==> config.mk <==
export PLATFORM = sky130hd
export DESIGN_NAME = param_stack_flat
export DESIGN_NICKNAME = d
export VERILOG_FILES = /design/src/rtl/param_stack_if.sv /design/src/rtl/param_stack.sv /design/src/flat_wrapper.sv
export SDC_FILE = /design/constraint.sdc
export NUM_CORES = 1
export LEC_CHECK = 0
export BUFFER_PORTS_ARGS = -buffer_cell sky130_fd_sc_hd__buf_2
export CORE_MARGIN = 2
export CORE_UTILIZATION = 50
export DETAILED_ROUTE_END_ITERATION = 10
export PLACE_DENSITY = 0.69
export SETUP_SLACK_MARGIN = 0.1
export SKIP_LAST_GASP = 1
export SLEW_MARGIN = 30
export SYNTH_ARGS = -nofsm -noshare
export SYNTH_HDL_FRONTEND = slang
export SYNTH_SLANG_ARGS = --single-unit
==> constraint.sdc <==
create_clock -name clk -period 3 [get_ports clk]
set_input_delay 0.15 -clock clk [delete_from_list [all_inputs] [get_ports clk]]
set_output_delay 0.15 -clock clk [all_outputs]
set_load 0.01 [all_outputs]
==> src/rtl/param_stack_if.sv <==
// ----------------------------------------------------------------------------
// param_stack_if
//   Bundles the request and status signals of param_stack.
//   The master side (the user of the stack) drives the requests and reads the
//   status. The slave side (the stack itself) does the reverse.
//
//   Requests (master -> slave)
//     i_data_in      WIDTH   word to push
//     i_push         1       push request
//     i_pop          1       pop request
//     i_clr_err      1       clear the sticky overflow/underflow flags
//   Status (slave -> master)
//     o_data_out     WIDTH   registered popped word
//     o_valid_out    1       one-cycle strobe, o_data_out refreshed by a pop
//     o_top          WIDTH   combinational peek of the top entry, 0 when empty
//     o_count        CNT_W   number of stored entries
//     o_full         1       count == DEPTH
//     o_empty        1       count == 0
//     o_almost_full  1       count >= AF_THRESH
//     o_overflow     1       sticky, a push was refused on a full stack
//     o_underflow    1       sticky, a pop was refused on an empty stack
// ----------------------------------------------------------------------------
interface param_stack_if #(
    parameter int unsigned WIDTH = 4,
    parameter int unsigned DEPTH = 8
);
    localparam int unsigned CNT_W = $clog2(DEPTH + 1);

    logic [WIDTH-1:0] i_data_in;
    logic             i_push;
    logic             i_pop;
    logic             i_clr_err;

    logic [WIDTH-1:0] o_data_out;
    logic             o_valid_out;
    logic [WIDTH-1:0] o_top;
    logic [CNT_W-1:0] o_count;
    logic             o_full;
    logic             o_empty;
    logic             o_almost_full;
    logic             o_overflow;
    logic             o_underflow;

    modport master (
        output i_data_in, i_push, i_pop, i_clr_err,
        input  o_data_out, o_valid_out, o_top, o_count, o_full, o_empty,
               o_almost_full, o_overflow, o_underflow
    );

    modport slave (
        input  i_data_in, i_push, i_pop, i_clr_err,
        output o_data_out, o_valid_out, o_top, o_count, o_full, o_empty,
               o_almost_full, o_overflow, o_underflow
    );
endinterface

==> src/rtl/param_stack.sv <==
// ----------------------------------------------------------------------------
// param_stack
//   Single-clock parametrised LIFO with occupancy count, top-of-stack peek,
//   almost-full flag, sticky overflow/underflow flags and a pop-valid strobe.
//
//   Ports
//     clk    in   rising-edge clock
//     rstN   in   synchronous, active-high reset (despite the name)
//     bus    slave modport of param_stack_if (requests in, status out)
//
//   Parameters
//     WIDTH      data word width (>= 1)
//     DEPTH      number of entries (>= 2)
//     AF_THRESH  almost-full threshold on count (1..DEPTH)
// ----------------------------------------------------------------------------
module param_stack #(
    parameter int unsigned WIDTH     = 4,
    parameter int unsigned DEPTH     = 8,
    parameter int unsigned AF_THRESH = DEPTH - 1
) (
    input  logic                 clk,
    input  logic                 rstN,
    param_stack_if.slave         bus
);
    localparam int unsigned CNT_W = $clog2(DEPTH + 1);
    localparam int unsigned AW    = (DEPTH > 1) ? $clog2(DEPTH) : 1;

    // Storage and registered state
    logic [WIDTH-1:0] r_mem [DEPTH];
    logic [CNT_W-1:0] r_count;
    logic [WIDTH-1:0] r_data_out;
    logic             r_valid_out;
    logic             r_overflow;
    logic             r_underflow;

    // Decoded request and status terms
    logic             w_full;
    logic             w_empty;
    logic             w_almost_full;
    logic             w_push_only;
    logic             w_pop_only;
    logic             w_both;
    logic [AW-1:0]    w_top_idx;
    logic [AW-1:0]    w_wr_idx;
    logic             w_wr_en;
    logic             w_rd_en;
    logic             w_inc;
    logic             w_dec;
    logic             w_ovf_set;
    logic             w_udf_set;
    logic [WIDTH-1:0] w_top_data;

    // Occupancy flags derived straight from the count
    assign w_full        = (r_count == CNT_W'(DEPTH));
    assign w_empty       = (r_count == '0);
    assign w_almost_full = (32'(r_count) >= AF_THRESH);

    assign w_push_only = bus.i_push & ~bus.i_pop;
    assign w_pop_only  = bus.i_pop  & ~bus.i_push;
    assign w_both      = bus.i_push &  bus.i_pop;

    // Index held at 0 when empty so the read never addresses past the array
    assign w_top_idx  = w_empty ? '0 : AW'(r_count - CNT_W'(1));
    assign w_top_data = r_mem[w_top_idx];

    // Push+pop on a non-empty stack overwrites the top entry in place;
    // on an empty stack it degenerates to a plain push into slot 0.
    assign w_wr_en  = ~rstN & ((w_push_only & ~w_full) | w_both);
    assign w_wr_idx = (w_both & ~w_empty) ? w_top_idx : AW'(r_count);

    assign w_rd_en   = bus.i_pop & ~w_empty;
    assign w_inc     = (w_push_only & ~w_full) | (w_both & w_empty);
    assign w_dec     = w_pop_only & ~w_empty;
    assign w_ovf_set = w_push_only & w_full;
    assign w_udf_set = bus.i_pop & w_empty;

    // Storage array, intentionally not reset
    always_ff @(posedge clk) begin
        if (w_wr_en) begin
            r_mem[w_wr_idx] <= bus.i_data_in;
        end
    end

    // Count, popped word and strobe
    always_ff @(posedge clk) begin
        if (rstN) begin
            r_count     <= '0;
            r_data_out  <= '0;
            r_valid_out <= 1'b0;
        end else begin
            r_valid_out <= w_rd_en;
            if (w_rd_en) begin
                r_data_out <= w_top_data;
            end
            if (w_inc) begin
                r_count <= r_count + CNT_W'(1);
            end else if (w_dec) begin
                r_count <= r_count - CNT_W'(1);
            end
        end
    end

    // Sticky error flags; a fresh error outranks a same-cycle clear
    always_ff @(posedge clk) begin
        if (rstN) begin
            r_overflow  <= 1'b0;
            r_underflow <= 1'b0;
        end else begin
            if (w_ovf_set) begin
                r_overflow <= 1'b1;
            end else if (bus.i_clr_err) begin
                r_overflow <= 1'b0;
            end
            if (w_udf_set) begin
                r_underflow <= 1'b1;
            end else if (bus.i_clr_err) begin
                r_underflow <= 1'b0;
            end
        end
    end

    assign bus.o_data_out    = r_data_out;
    assign bus.o_valid_out   = r_valid_out;
    assign bus.o_top         = w_empty ? '0 : w_top_data;
    assign bus.o_count       = r_count;
    assign bus.o_full        = w_full;
    assign bus.o_empty       = w_empty;
    assign bus.o_almost_full = w_almost_full;
    assign bus.o_overflow    = r_overflow;
    assign bus.o_underflow   = r_underflow;

    // Count must stay within 0..DEPTH
    a_count_range: assert property (@(posedge clk) disable iff (rstN)
        r_count <= CNT_W'(DEPTH));

    // Empty and full are mutually exclusive for DEPTH >= 1
    a_full_empty: assert property (@(posedge clk) disable iff (rstN)
        !(w_full && w_empty));

endmodule

==> src/flat_wrapper.sv <==
// flat-port wrapper written by rule: the top's interface ports become plain ports
module param_stack_flat 
#(
    parameter int unsigned WIDTH     = 4,
    parameter int unsigned DEPTH     = 8,
    parameter int unsigned AF_THRESH = DEPTH - 1
)
  (clk, rstN, bus_i_data_in, bus_i_push, bus_i_pop, bus_i_clr_err, bus_o_data_out, bus_o_valid_out, bus_o_top, bus_o_count, bus_o_full, bus_o_empty, bus_o_almost_full, bus_o_overflow, bus_o_underflow);
  param_stack_if #(.WIDTH(WIDTH), .DEPTH(DEPTH)) bus_i ();
  input  logic clk;
  input  logic rstN;
  input wire logic [$bits(bus_i.i_data_in)-1:0] bus_i_data_in;
  input wire logic [$bits(bus_i.i_push)-1:0] bus_i_push;
  input wire logic [$bits(bus_i.i_pop)-1:0] bus_i_pop;
  input wire logic [$bits(bus_i.i_clr_err)-1:0] bus_i_clr_err;
  output wire logic [$bits(bus_i.o_data_out)-1:0] bus_o_data_out;
  output wire logic [$bits(bus_i.o_valid_out)-1:0] bus_o_valid_out;
  output wire logic [$bits(bus_i.o_top)-1:0] bus_o_top;
  output wire logic [$bits(bus_i.o_count)-1:0] bus_o_count;
  output wire logic [$bits(bus_i.o_full)-1:0] bus_o_full;
  output wire logic [$bits(bus_i.o_empty)-1:0] bus_o_empty;
  output wire logic [$bits(bus_i.o_almost_full)-1:0] bus_o_almost_full;
  output wire logic [$bits(bus_i.o_overflow)-1:0] bus_o_overflow;
  output wire logic [$bits(bus_i.o_underflow)-1:0] bus_o_underflow;
  assign bus_i.i_data_in = bus_i_data_in;
  assign bus_i.i_push = bus_i_push;
  assign bus_i.i_pop = bus_i_pop;
  assign bus_i.i_clr_err = bus_i_clr_err;
  assign bus_o_data_out = bus_i.o_data_out;
  assign bus_o_valid_out = bus_i.o_valid_out;
  assign bus_o_top = bus_i.o_top;
  assign bus_o_count = bus_i.o_count;
  assign bus_o_full = bus_i.o_full;
  assign bus_o_empty = bus_i.o_empty;
  assign bus_o_almost_full = bus_i.o_almost_full;
  assign bus_o_overflow = bus_i.o_overflow;
  assign bus_o_underflow = bus_i.o_underflow;
  param_stack #(.WIDTH(WIDTH), .DEPTH(DEPTH), .AF_THRESH(AF_THRESH)) u_core (.clk(clk), .rstN(rstN), .bus(bus_i));
endmodule
==> out/results.ini <==
[yosys]
ys_ff_latch=43
ys_types=46
synth_top_cell_by_area=edfxtp_1
synth_common_cells=32 x edfxtp_1, 15 x nor3_1, 13 x nor2_1
synth_top_cell_area_share=0.448
syn_nets=191
synthFlopType=edfxtp_1
yosys_warnings=0
async_flop_share=0
synth.most_common_cell=edfxtp_1
synth_edf_count=32
synth.area.top_cells=edfxtp_1 45%, dfxtp_1 10%, mux2i_1 4.2%
syn_inst=180
syn_area_per_cell_sq_um=11.9
ys_seq_area_frac=0.551
syn-cell-area_sq_mm=0.00214

[cells_and_area]
fill_cells=346
area_growth_pct=8.81
regArea_sq_mm=0.00118
multi_input_area_sq_um=851
fin_cells=249
antenna_cells=0
finish.instance_area_sq_mm=0.00233
layout-drive-gt1-share=0.256
nNetsFinal=210

[sta]
skew_ns=0.00614
fmaxAchievable_ghz=0.376
setup_ws_ns=0.339
holdWs_ns=0.156
finalHoldViolations=0
rsz0062_at_grt=false
period_share=0.887
slew_viol_final=0
min_period_ns=2.66
fin_tns_setup_ns=0
max_slew_margin=0.548
worst_pin_slew_ns=0.670
finalSetupViolations=0

[die]
rows=23
io_pins=27
core_sq_mm=0.00406
die_h_um=69.5
initial_core_util=0.529
die-area_sq_mm=0.00483
die_w_um=69.5

[power_and_ir_drop]
peakVddDrop_uv=384
leakage_nw=0.855
powerDensity_mw_per_mm2=700

[flow_run]
maxCapViolCount=0

[route]
vias=1448
drc_errors=0
wirelength_um=4470
avgRoutedWirePerCell_um=17.9
antenna_left=0
first_pass_iters=4
drt-initial-drc-count=112
via_per_inst=5.82

[worst_hold_path]
worst_hold_path.endpoint=u_core.r_mem[2][0]
hp-start=bus_i_data_in[0]
hold_depth=1
min_path_type=input port to register

[global_route]
antenna_found_initial=0
grtUsageTotal=0.199
grt_max_degree=27
grt_pass1_wl_um=7310
grt_remaining_overflow=0
grt_pass1_vias=1400

[place]
dp.final_hpwl_um=3230
dp.cells=242
placed_area_sq_mm=0.00225
port-buffer-count=26
gp_congestion=0.827
dp_slack_ns=0.302

[clock_tree]
cts_tree=built
htree_levels=2
post_cts_buffers=0
cts_root_buf=clkbuf_8
clockBufferDepth=2
clk-insertion-delay-late_ns=0.30
numClockSinks=43
cts_made_buffers=5
cts.clk_slew.worst_paths_ns=0.08

[worst_setup_path]
critPathMaxFanout=11
worstPathArrival_ns=2.60
r2r-end=u_core.r_mem[3][1]
worst-setup-path-type=register to register
r2r_slack_ns=0.34
reg2reg_depth=6
endpoint_kind=register
setup.worst_path.start=u_core.bus.o_count[1]
startpoint_type=register
timing.rr.start=u_core.bus.o_count[1]
required_ns=2.94

[run_status]
run_status=finished clean

-- state kept, by name, summed over array words and instances (netlist names) --
signal and cells:
u_core.bus.o_count 4, u_core.bus.o_data_out 4, u_core.bus.o_overflow 1, u_core.bus.o_underflow 1, u_core.bus.o_valid_out 1, u_core.r_mem 32
-- cells by family after synthesis --
kind of cell | Yosys count | synth area share
buffers and inverters | 20 | 0.0537
AND/OR/NAND/NOR | 59 | 0.158
flip-flops | 43 | 0.551
multiplexers | 10 | 0.0473
adder cells (fa/ha/maj) | 2 | 0.0117
AO/OA/AOI/OAI | 46 | 0.179
-- per-layer routing --
| metal | routed length, um | track usage | up-vias |
|---|---|---|---|
| li1 | - | - | 717 |
| met1 | 1920 | 0.250 | 686 |
| met2 | 2270 | 0.335 | 38 |
| met3 | 215 | 0.0480 | 7 |
| met4 | 65 | 0.0654 | 0 |
| met5 | 0 | 0 | - |
-- repair_timing --
item,4_1_cts,5_1_grt
setup endpoints to repair,0,4
resized for setup,0,1
hold buffers,0,0
endpoints found under the hold margin,0,0
-- metrics by stage --
step | power [W] | utilization
CTS | 0.00164 | 0.574
finish | 0.00163 | 0.575
global placement | 0.00127 | 0.554
floorplan | 0.00117 | -
detailed placement | 0.00129 | 0.554
global route | 0.00173 | 0.575
-- worst max path at each step --
stage | endpoint | slack [ns] | cells past startpoint
finish | u_core.r_mem[3][1] | 0.34 | 6
CTS | bus_o_top[2] | 0.14 | 7
floorplan | u_core.r_mem[2][0] | 0.52 | 9
detailed placement | u_core.r_mem[3][1] | 0.30 | 6
global placement | u_core.r_mem[6][2] | 0.42 | 6
global route | bus_o_top[0] | 0.20 | 7
-- critical path: stages (launching register included) --
cell     delay, ns
dfxtp_1       0.37
inv_1         0.10
ha_2          0.28
or3b_1        0.52
and2_4        0.27
a31o_4        0.27
nor3_1        0.50
-- power by group --
part           switching, W  leakage, nW  internal (W)
Sequential        0.0000261        0.379      0.000679
Clock              0.000195       0.0440      0.000159
Combinational      0.000348        0.431      0.000226
-- cell type report --
cell class,instances,share of cell area
inverters,5,0.00804
clock buffers,5,0.0295
flip-flops and latches,43,0.506
well taps,50,0.0268
multi-input cells,117,0.365
clock inverters,2,0.00590
repair buffers,27,0.0590
-- cells in the final DEF, fill, tap and decap left out, types with 2 or more instances in the layout --
cell type and n:
a21oi_1 3, nor3_1 15, and3_1 3, or3_1 4, o21a_1 2, edfxtp_1 32, buf_2 26, o21ai_0 9
nand2b_1 3, nor2b_1 10, mux2i_1 9, o211ai_1 4, a22oi_1 2, inv_1 4, a22oi_2 2, nand2_1 4
dfxtp_1 11, o221a_2 3, a221oi_1 5, nor2_1 13, clkbuf_8 5, a211oi_1 6
Power figures use the tool's default switching activity.
